$ cat src/rtl/fp8_mul_pkg.sv
// Shared widths and tag type for the FP8 multiplier arbiter slice.
// Every block that touches requester ids or result payloads imports these.
package fp8_mul_pkg;

    localparam int OPND_W  = 40;
    localparam int RES_W   = 96;
    localparam int NREQ    = 2;
    localparam int ENTRY_W = RES_W + 1;

    // Travels alongside an operation in the multiplier pipe so the result
    // can be attributed to its requester.
    typedef struct packed {
        logic valid;
        logic id;
    } tag_t;

endpackage

$ cat src/rtl/fp8_resp_fifo.sv
// Response FIFO: DEPTH entries of {id,result}, head presented from flops.
// Push and pop may coincide at any occupancy; the caller never pushes when full.
module fp8_resp_fifo
    import fp8_mul_pkg::*;
#(
    parameter int DEPTH = 4
) (
    input  logic               clk,
    input  logic               rst,
    input  logic               push,
    input  logic [ENTRY_W-1:0] push_data,
    input  logic               pop,
    output logic               head_valid,
    output logic [ENTRY_W-1:0] head_data
);

    localparam int PTR_W = (DEPTH > 1) ? $clog2(DEPTH) : 1;
    localparam int CNT_W = $clog2(DEPTH + 1);

    logic [ENTRY_W-1:0] mem [DEPTH];
    logic [PTR_W-1:0]   wr_ptr;
    logic [PTR_W-1:0]   rd_ptr;
    logic [CNT_W-1:0]   count;
    logic               do_pop;

    function automatic logic [PTR_W-1:0] next_ptr(input logic [PTR_W-1:0] p);
        return (p == PTR_W'(DEPTH - 1)) ? '0 : p + 1'b1;
    endfunction

    assign head_valid = (count != '0);
    assign do_pop     = pop & head_valid;
    assign head_data  = head_valid ? mem[rd_ptr] : '0;

    // NOTE: sequential state uses non-blocking assignments so every flop samples pre-edge values.
    always_ff @(posedge clk or posedge rst) begin
        if (rst) begin
            wr_ptr <= '0;
            rd_ptr <= '0;
            count  <= '0;
        end else begin
            if (push)
                wr_ptr <= next_ptr(wr_ptr);
            if (do_pop)
                rd_ptr <= next_ptr(rd_ptr);
            case ({push, do_pop})
                2'b10:   count <= count + 1'b1;
                2'b01:   count <= count - 1'b1;
                default: ;
            endcase
        end
    end

    // NOTE: storage is deliberately not reset; an entry is only visible once count covers it.
    always_ff @(posedge clk) begin
        if (push)
            mem[wr_ptr] <= push_data;
    end

endmodule

$ cat src/rtl/fp8_mul_arbiter.sv
// Two-requester round-robin front end for a shared fixed-latency FP8 vector
// multiplier, with credit flow control and an in-order response FIFO.
module fp8_mul_arbiter
    import fp8_mul_pkg::*;
#(
    parameter int LAT   = 2,
    parameter int DEPTH = 4
) (
    input  logic                     clk,
    input  logic                     rst,
    input  logic [NREQ-1:0]          req_valid,
    output logic [NREQ-1:0]          req_ready,
    input  logic [NREQ-1:0]          req_mode,
    input  logic [NREQ*OPND_W-1:0]   req_data,
    output logic                     mul_in_valid,
    output logic                     mul_e5m2mode,
    output logic [OPND_W-1:0]        mul_opnd,
    input  logic                     mul_out_valid,
    input  logic [RES_W-1:0]         mul_result,
    output logic                     resp_valid,
    input  logic                     resp_ready,
    output logic                     resp_id,
    output logic [RES_W-1:0]         resp_data,
    output logic                     err_sticky
);

    localparam int CRD_W = $clog2(DEPTH + 1);

    logic [CRD_W-1:0] credits;
    logic             rr_ptr;
    logic [NREQ-1:0]  grant;
    logic             grant_id;
    logic             hs;
    logic             resp_pop;
    logic             issue_id;
    tag_t             tag_sr [LAT];
    tag_t             tag_out;
    logic             fifo_push;
    logic [ENTRY_W-1:0] head_data;

    // NOTE: grant is defaulted before any branch so no path leaves it unassigned (no latch).
    always_comb begin
        grant = '0;
        if (!rst && credits != '0) begin
            if (&req_valid)
                grant[rr_ptr] = 1'b1;
            else
                grant = req_valid;
        end
    end

    assign req_ready = grant;
    assign grant_id  = grant[1];
    assign hs        = |grant;
    assign resp_pop  = resp_valid & resp_ready;

    // Credits cover both in-flight operations and queued responses.
    always_ff @(posedge clk or posedge rst) begin
        if (rst) begin
            credits      <= CRD_W'(DEPTH);
            rr_ptr       <= 1'b0;
            mul_in_valid <= 1'b0;
            mul_e5m2mode <= 1'b0;
            mul_opnd     <= '0;
            issue_id     <= 1'b0;
        end else begin
            mul_in_valid <= hs;
            if (hs && !resp_pop)
                credits <= credits - 1'b1;
            else if (resp_pop && !hs)
                credits <= credits + 1'b1;
            if (hs) begin
                mul_opnd     <= req_data[grant_id*OPND_W +: OPND_W];
                mul_e5m2mode <= req_mode[grant_id];
                issue_id     <= grant_id;
                rr_ptr       <= ~grant_id;
            end
        end
    end

    // Tag pipe mirrors the multiplier latency so tag_out lines up with mul_out_valid.
    always_ff @(posedge clk or posedge rst) begin
        if (rst) begin
            for (int i = 0; i < LAT; i++)
                tag_sr[i] <= '0;
            err_sticky <= 1'b0;
        end else begin
            tag_sr[0] <= tag_t'{valid: mul_in_valid, id: issue_id};
            for (int i = 1; i < LAT; i++)
                tag_sr[i] <= tag_sr[i-1];
            if (mul_out_valid != tag_out.valid)
                err_sticky <= 1'b1;
        end
    end

    assign tag_out   = tag_sr[LAT-1];
    assign fifo_push = mul_out_valid & tag_out.valid;

    fp8_resp_fifo #(
        .DEPTH (DEPTH)
    ) u_resp_fifo (
        .clk        (clk),
        .rst        (rst),
        .push       (fifo_push),
        .push_data  ({tag_out.id, mul_result}),
        .pop        (resp_ready),
        .head_valid (resp_valid),
        .head_data  (head_data)
    );

    assign resp_id   = head_data[RES_W];
    assign resp_data = head_data[RES_W-1:0];

endmodule

$ cat config.mk
export PLATFORM = sky130hd
export DESIGN_NAME = fp8_mul_arbiter
export DESIGN_NICKNAME = d
export VERILOG_FILES = /design/src/rtl/fp8_mul_pkg.sv /design/src/rtl/fp8_resp_fifo.sv /design/src/rtl/fp8_mul_arbiter.sv
export SDC_FILE = /design/constraint.sdc
export NUM_CORES = 1
export LEC_CHECK = 0
export CORE_ASPECT_RATIO = 1.1
export CORE_MARGIN = 2
export CORE_UTILIZATION = 40
export CTS_CLUSTER_SIZE = 25
export DETAILED_ROUTE_END_ITERATION = 6
export PLACE_DENSITY_LB_ADDON = 0.08
export SLEW_MARGIN = 20
export SYNTH_ARGS = -nofsm -noshare
export SYNTH_HDL_FRONTEND = slang
export SYNTH_SLANG_ARGS = --single-unit
$ cat constraint.sdc
create_clock -name clk -period 9.2 [get_ports clk]
set_clock_uncertainty 0.2 [all_clocks]
set_input_delay 1.84 -clock clk [delete_from_list [all_inputs] [get_ports clk]]
set_output_delay 1.84 -clock clk [all_outputs]
set_load 0.05 [all_outputs]
# Word-level counts from Yosys, hierarchy flattened
# Memories as Yosys holds them, arrays and structs flattened.
# Index checks and enable logic that the tools add are counted.
# op_classes
order_cmp	3
bitwise	3
muxes	14
multipliers	1
shifts	1
div	0
addsub	6
n_eq_ne	5
reduce_logical	13
# ops
cell	count
$mux W97	1
$shiftx A80 B8 Y40	1
$mux W2	4
$add A3 B1 Y3 const B	2
$eq A2 B2 Y1 const B	3
$mux W3	2
$pmux W3 S2	1
$reduce_bool A3 Y1	2
$sub A3 B1 Y3 const B	2
$mux W1	5
$add A2 B1 Y2 const B	2
$logic_and A1 B1 Y1	4
$lt A1 B2 Y1 const B	2
$mul A1 B3 Y4 const B	1
$reduce_bool A2 Y1	2
$logic_not A1 Y1	3
$and A1 B1 Y1	2
$eq A2 B1 Y1 const B	1
$reduce_and A2 Y1	1
$reduce_or A2 Y1	1
$demux W1 S1	1
$ge A1 B1 Y1 const B	1
$ne A1 B1 Y1	1
$not A1 Y1	1
# word_totals
mem_bits_rw	388
mem_count	1
ff_bits	59
rom_bits	0
latchBits	0
# memory_table
memory	words	word_bits	read_ports	rd_clocked_by_memory_dff	wr	line_no	text
u_resp_fifo.mem	4	97	1	0	1	fp8_resp_fifo.sv:20	logic [ENTRY_W-1:0] mem [DEPTH];

# Longest topological paths before layout
# logic_depth
ltp_word	11
depth_mapped	10

# Cells and area by module
# From an unflattened synthesis, not the netlist that was laid out.
# hier_totals
hier_cells	838
hier_area_um2	17649.4
# by_module_without_submodules
mod	area_each_um2	instances	cells_per_inst
fp8_resp_fifo	15039.4	1	654
fp8_mul_arbiter	2610.0	1	184

# Worst setup path after synthesis
# Ideal clock, no wire load.
# synth_path
path_kind	input port to output port
startpoint	input req_valid[0]
endpoint	output req_ready[1]
t_arrival_ns	3.348
stages	4
slack_ns	3.812
n_path_buf	2
required_time_ns	7.160
cell_sequence	nor2b_1 > clkbuf_1 > clkbuf_1 > nor3_1
# synth_between
elab_chain_cells	3
# synth_lines
item	line_no	text
start: declaration	fp8_mul_arbiter.sv:11	input logic [NREQ-1:0] req_valid,
$reduce_and A2 Y1	fp8_mul_arbiter.sv:45	if (&req_valid)
$mux W2	fp8_mul_arbiter.sv:45	
$mux W2	fp8_mul_arbiter.sv:44	if (!rst && credits != '0) begin
end: declaration	fp8_mul_arbiter.sv:12	output logic [NREQ-1:0] req_ready,
# No other way between the ends.

# Worst setup path in the final report
# layout_path
startpoint	input req_valid[1]
endpoint	output req_ready[0]
# Same word-level chain as after synthesis.

==> flow_summary.json <==
{
  "cp_max_fo": 43,
  "final_cell_mix": "edfxtp_1, clkdlybuf4s50_1, mux4_2, and2_1, dfrtp_1",
  "cts-buffers-inserted": 45,
  "max_freq_ghz": 0.167,
  "ioPinCount": 327,
  "grt_pass1_vias": 9824,
  "viasPerCell": 5.17,
  "yosys-top-cells-area": "edfxtp_1, mux4_2, dfrtp_1, and2_1, a2bb2oi_1",
  "track_usage_pct": 17.8,
  "crit_slowest_cell": "clkdlybuf4s50_1",
  "hp-start": "tag_sr[3]$_DFF_PP0_",
  "period_minus_slack_ps": 6000,
  "drtIter0Drc": 461,
  "ff2ff_setup_slack_ps": 6320,
  "synthCells": 837,
  "hpwl_um": 23900,
  "synth_top_area_share_pct": 67.2,
  "critical_path_arrival_ps": 3960,
  "hold_viol_final": 0,
  "ant_nets": 0,
  "crit_start": "req_valid[1]",
  "start_util_pct": 40.8,
  "clock_tree.root_cell": "clkbuf_16",
  "antenna_found_initial": 5,
  "max_slew_margin_pct": 34.6,
  "synth-seq-cells": 447,
  "ys.warnings.count": 0,
  "path_delay_family": "buffers and inverters",
  "yosys.area.top_type": "edfxtp_1",
  "syn-mean-instance-area_sq_um": 20.7,
  "cts_resized": 0,
  "tightest_slew_ps": 981,
  "fin_crit_sh_pct": 65.2,
  "hold_class": "reg2reg",
  "ys_types": 31,
  "setup_tns_ps": 0,
  "regToRegStartpoint": "u_resp_fifo.count[0]$_DFFE_PP0P_",
  "status": "completed",
  "drt_wl_total_um": 40100,
  "post_cts_hold_buffer_count": 0,
  "die_h_um": 222,
  "ir_drop_v": 0.000201,
  "design_power_total_uw": 7910,
  "fin_nets": 1361,
  "grt_start_max_net_pins": 67,
  "crit_required_ps": 7160,
  "layout.cells.non_filler": 1771,
  "first_pass_iters": 4,
  "overflow": 0,
  "slowest_delay_ps": 750,
  "die_area_sq_um": 45000,
  "cap_violations": 0,
  "dp.cells": 1687,
  "rsz0062_at_grt": "false",
  "startpoint_type": "input pin",
  "fillerInstances": 3467,
  "path_depth": 4,
  "post_cts_buffers": 0,
  "final-max-slew-violation-count": 0,
  "setup_viol_count_final": 0,
  "portBuffers": 326,
  "path_clk_slew_ps": 60,
  "synth_nets": 1031,
  "dr_total_vias": 9156,
  "seq_area_sq_um": 13100,
  "clockBufferDepth": 3,
  "layout-drive-gt1-share_pct": 16.0,
  "wl_per_cell_um": 22.6,
  "place.gp.congestion": 0.852,
  "final_common_cell": "edfxtp_1",
  "cts_tree": "built",
  "ctsHtreeMaxLevel": 2,
  "critPathMostFrequentCell": "clkdlybuf4s50_1",
  "power_density_nw_per_um2": 350,
  "r2r_cells": 8,
  "crit_end": "req_ready[0]",
  "multi_input_area_sq_um": 3920,
  "grt_pass1_wl_um": 60100,
  "path_class": "in2out",
  "endpoint_kind": "primary output",
  "crit_chain": "clkdlybuf4s50_1 > a21bo_2 > nor2_1 > clkdlybuf4s50_1",
  "row_count": 79,
  "synth_area_sq_um": 17300,
  "crit_buf_inv": 2,
  "drc_errors": 0,
  "r2r-end": "credits[2]$_DFFE_PP1P_",
  "p_leak_uw": 0.00748,
  "clkLatencyLatePin_ps": 560,
  "area_growth_pct": 30.6,
  "cts_num_sinks": 447,
  "seq_area_frac_synth_pct": 75.8,
  "fp.coreArea_sq_um": 42500,
  "die_w_um": 202
}
==> worst min path at each step <==
stage                                 endpoint  slack (ps)  cells past startpoint
after floorplan           tag_out[0]$_DFF_PP0_         130                      0
after global placement    tag_out[1]$_DFF_PP0_         130                      0
after detailed placement  tag_out[1]$_DFF_PP0_         130                      0
after CTS                 tag_out[1]$_DFF_PP0_         150                      0
after global routing      tag_out[1]$_DFF_PP0_         160                      0
final                     tag_out[1]$_DFF_PP0_         150                      0
==> cell families after synthesis <==
kind of cell / synth area share [%]
flops: 75.8
simple gates: 4.14
mux: 12.9
compound gates: 4.36
buf+inv: 1.77
fa+ha+maj: 0.809
xor+xnor: 0.303
==> registers in the layout, indices dropped and copies added (netlist names) <==
name / cells
u_resp_fifo.rd_ptr: 2
u_resp_fifo.count: 3
mul_e5m2mode: 1
mul_in_valid: 1
err_sticky: 1
u_resp_fifo.wr_ptr: 2
tag_out: 2
u_resp_fifo.mem: 388
mul_opnd: 40
credits: 3
issue_id: 1
rr_ptr: 1
tag_sr: 2
==> per-stage QoR <==
stage	area, sq um	util, %	worst slack (ps)	hold slack, ps
after detailed placement	21200	49.8	3190	135
after floorplan	17300	-	3810	131
final	22600	53.2	3200	145
after global placement	21200	49.8	3190	135
after CTS	22600	53.2	3200	148
after global routing	22600	53.2	3130	160
==> metal layers <==
layer	GRT usage [%]	wire length, um
met5	0	70
met3	7.10	3480
met2	28.4	19100
met4	6.10	1080
met1	22.1	16300
==> layout make-up <==
type	count	share of cell area, %
inverters	13	0.216
well taps	567	3.13
clock buffers	63	5.73
flip-flops and latches	447	58.0
clock inverters	20	0.697
multi-input cells	322	17.3
repair buffers	338	14.9
diodes	1	0.0111
==> report_power, final <==
part           internal (uW)  switching (uW)
combinational           1340            2130
sequential              2470             189
clock                   1040             751
total                   4850            3070
==> cell usage after synthesis <==
cell and n:
a21bo_2 1, a2bb2oi_1 41, and2_1 101, buf_2 14
buf_4 1, buf_6 1, buf_8 2, clkbuf_1 37
clkinv_1 1, dfrtp_1 58, dfstp_2 1, edfxtp_1 388
fa_1 2, ha_1 8, inv_1 12, mux2_2 2
mux2i_1 2, mux4_2 97, nand2_1 2, nor2_1 6
nor2b_1 1, nor3_1 3, nor3_2 1, o21ai_0 2
o22a_1 1, o2bb2ai_1 1, o32ai_1 41, or2_2 2
or3_1 2, xnor2_1 2, xor2_1 4
Note: power is estimated with default switching activity, not from simulation.
==> RTL edit 1: new RTL, same flow settings <==
Put one more register stage on the output `err_sticky`. The value now appears one clock later. The other outputs are not delayed to match.
--- a/src/rtl/fp8_mul_arbiter.sv
+++ b/src/rtl/fp8_mul_arbiter.sv
@@ -26,4 +26,6 @@
 
     localparam int CRD_W = $clog2(DEPTH + 1);
+
+    logic err_sticky_s0;
 
     logic [CRD_W-1:0] credits;
@@ -84,5 +86,5 @@
             for (int i = 0; i < LAT; i++)
                 tag_sr[i] <= '0;
-            err_sticky <= 1'b0;
+            err_sticky_s0 <= 1'b0;
         end else begin
             tag_sr[0] <= tag_t'{valid: mul_in_valid, id: issue_id};
@@ -90,5 +92,5 @@
                 tag_sr[i] <= tag_sr[i-1];
             if (mul_out_valid != tag_out.valid)
-                err_sticky <= 1'b1;
+                err_sticky_s0 <= 1'b1;
         end
     end
@@ -112,4 +114,8 @@
     assign resp_data = head_data[RES_W-1:0];
 
+    always_ff @(posedge clk) begin
+        err_sticky <= err_sticky_s0;
+    end
+
 endmodule
 
Check against the original RTL: not equivalent (Yosys sat finds a counterexample within 4 cycles, from zero or initial values and one cycle with rst high).
==> RTL edit 1 against the unedited design <==
Power barely moved; wire length barely moved; sequential cell count rose by 1; via count rose by 0.15%; first-iteration DRC count fell by 15%; hold slack improved by 0.0027 ns; sequential share of layout area barely moved; cell area rose by 0.11%; utilization fell by 0.73 points; worst setup slack improved by 0.073 ns; synthesized area rose by 0.12%; largest cell class unchanged; maximum frequency rose by 1.2%; non-clock buffer count did not move.
==> RTL edit 1: results <==
metrics = {
    "synth": {
        "synth_edf_count": 388,
        "synth_top_cells_by_area": "edfxtp_1 (67%), mux4_2 (13%), dfrtp_1 (8.4%), and2_1 (3.6%), a2bb2oi_1 (2.1%)",
        "synth_nets": 1032,
        "synth_fa_ha_area_share_pct": 0.808,
        "synth.distinct_cells": 32,
        "synth_compound_area_share_pct": 4.36,
        "muxShareOfSynthArea_pct": 12.8,
        "ys_seq_area_share_pct": 75.8,
        "synthArstFlopShare_pct": 13.2,
        "synth-xor-area-share_pct": 0.303,
    },
    "power_and_ir_drop": {
        "swShare_pct": 38.9,
        "leakagePower_nw": 7.47,
        "ir_drop_v": 0.000201,
        "power.density_nw_per_um2": 350,
    },
    "global_route": {
        "grtUsageTotal_pct": 18.0,
        "grt_max_degree": 75,
        "grt_pass1_vias": 10058,
        "grt_pass1_wl_mm": 60.9,
        "antenna_found_initial": 2,
    },
    "drt": {
        "dr.pass1.iters": 6,
        "routed_wl_mm": 40.1,
        "drt_iter0_drc": 390,
        "via_per_inst": 5.15,
    },
    "placement": {
        "gp_congestion": 0.796,
        "dp_hpwl_mm": 23.7,
    },
    "final_layout": {
        "fill_cells": 3540,
        "layout.nets": 1364,
        "diodes": 0,
        "drive_above_1_share_pct": 15.7,
    },
    "critical_path": {
        "worst-r2r-cell-count": 8,
        "slowest_delay_ns": 0.73,
        "reg2reg_slack_ns": 6.30,
        "worstPathArrival_ns": 3.88,
    },
    "cts": {
        "h-tree-depth": 2,
        "cts_made_buffers": 47,
        "clock_latency_ns": 0.58,
    },
    "min_path": {
        "holdPathEnd": "tag_out[0]",
        "worstHoldStart": "tag_sr[2]",
    },
    "sta": {
        "fin_crit_ns": 5.92,
        "maxSlewHeadroom_pct": 29.9,
    },
    "run_status": {
        "status": "completed",
    },
}
## RTL edit 1: area by class of cell
cell class	instances	area share [%]
clock buffer	68	5.81
clock inverter	19	0.596
inverter	13	0.215
multi-input combinational	322	17.3
sequential	448	58.1
tap	574	3.17
timing repair buffer	338	14.9
## RTL edit 1: metal layers
layer	share of wire [%]	vias up	GRT usage (%)	routed length, µm
li1	-	4089	-	-
met1	41	4725	22.7	16400
met2	49	295	29.7	19600
met3	7.9	57	5.98	3160
met4	2.1	4	5.04	841
met5	0.060	-	0	24
## RTL edit 1: metrics by stage
stage | hold WS (ns) | std cells | cell area, µm² | utilization, % | setup WS [ns]
after floorplan | 0.131 | 838 | 17300 | - | 3.81
after global placement | 0.134 | 1695 | 21200 | 49.2 | 3.30
after detailed placement | 0.136 | 1695 | 21200 | 49.2 | 3.27
after CTS | 0.148 | 1782 | 22700 | 52.5 | 3.28
after global routing | 0.163 | 1782 | 22700 | 52.5 | 3.12
final | 0.148 | 1782 | 22700 | 52.5 | 3.28
==> RTL edit 2: new RTL, same flow settings <==
Made on the original files. Change the package constant `OPND_W` from 40 to 60.
--- a/src/rtl/fp8_mul_pkg.sv
+++ b/src/rtl/fp8_mul_pkg.sv
@@ -3,5 +3,5 @@
 package fp8_mul_pkg;
 
-    localparam int OPND_W  = 40;
+    localparam int OPND_W  = 60;
     localparam int RES_W   = 96;
     localparam int NREQ    = 2;
Ports: changed (resized mul_opnd and req_data); port bits go from 327 to 387. The function was not compared with the original's and may differ.
==> RTL edit 2 against the unedited design <==
Cell area up 6.9%; hold slack better by 0.0031 ns; maximum frequency rose by 4.2%; synthesized area grew 5.3%; worst setup slack better by 0.24 ns; power rose by 6.8%; via count rose by 9.8%; sequential share of layout area fell by 1.7 points; global-route usage up 0.73 points; sequential cell count increased by 20; first-iteration DRC count down 9.1%; wire length is 10% higher; highest routed layer unchanged; cell count grew 8.2%.
==> RTL edit 2: results <==
metrics = {
    "power_and_ir_drop": {
        "intPower_w": 0.00514,
        "comb-power_w": 0.00380,
        "seq_cell_power_w": 0.00280,
        "leakagePower_nw": 8.05,
        "power.density_nw_per_um2": 349,
    },
    "run_status": {
        "status": "completed",
    },
    "synth": {
        "synth_top_cells_by_area": "edfxtp_1 (64%), mux4_2 (12%), dfrtp_1 (11%), and2_1 (3.5%), a2bb2oi_1 (2.9%)",
        "syn_inst": 908,
        "muxShareOfSynthArea_pct": 12.2,
        "synth-xor-area-share_pct": 0.288,
        "synth_fa_ha_area_share_pct": 0.768,
        "synth.distinct_cells": 35,
        "synth_nets": 1142,
        "synthArstFlopShare_pct": 16.9,
        "synth.top_cells.by_count": "edfxtp_1 (388), and2_1 (101), mux4_2 (97)",
    },
    "global_route": {
        "grt_use_met2_pct": 30.9,
        "grt_pass1_wl_mm": 66.3,
        "grt_max_degree": 75,
        "grt_use_met1_pct": 22.8,
        "met3_usage_pct": 6.17,
    },
    "drt": {
        "wl_per_cell_um": 23.0,
        "routed_wl_mm": 44.2,
        "vias": 10056,
        "drt_iter0_drc": 419,
        "wl_met1_mm": 17.7,
    },
    "critical_path": {
        "slowest_delay_ns": 0.86,
        "worstPathArrival_ns": 3.71,
        "reg2reg_slack_ns": 6.41,
        "startpoint": "rst",
    },
    "placement": {
        "dpl.cell_count": 1829,
        "dpl-instance-area_um2": 22700,
        "dp_hpwl_mm": 26.6,
        "dp_slack_ns": 3.47,
        "io_buffers": 386,
    },
    "final_layout": {
        "layout.nets": 1525,
        "drive_above_1_share_pct": 14.5,
        "fill_cells": 3767,
        "reg.largest.list": "u_resp_fifo.mem (388), mul_opnd (60)",
    },
    "sta": {
        "worst_hold_slack_ns": 0.149,
        "worstMarginPinSlew_ns": 1.00,
    },
    "cts": {
        "cts_made_buffers": 48,
    },
}
RTL edit 2: changes by cell type in the layout (fill, tap and decap cells not counted), moves of 2 or more:
cell             change
clkbuf_1             +4
clkbuf_8             -2
nor2_1               -2
clkinv_2             -2
clkdlybuf4s50_1     +60
nor3_1               -2
a2bb2oi_1           +20
dfrtp_1             +20
o32ai_1             +20
clkbuf_16            +2
RTL edit 2: worst reg2reg max path, stage by stage, from the launching register on:
cell and delay, ns:
dfrtp_1 0.41, or3_2 0.76, nand2_1 0.29, ha_1 0.22, inv_1 0.06, fa_1 0.37
xor2_1 0.15, nor2_1 0.11, xor2_1 0.16
RTL edit 2: cell type report:
type	count	area share (%)
diodes	2	0.0207
clock buffers	67	5.51
clock inverters	18	0.652
inverters	13	0.207
multi-input cells	362	17.8
flip-flops and latches	467	56.4
well taps	588	3.04
repair buffers	399	16.4
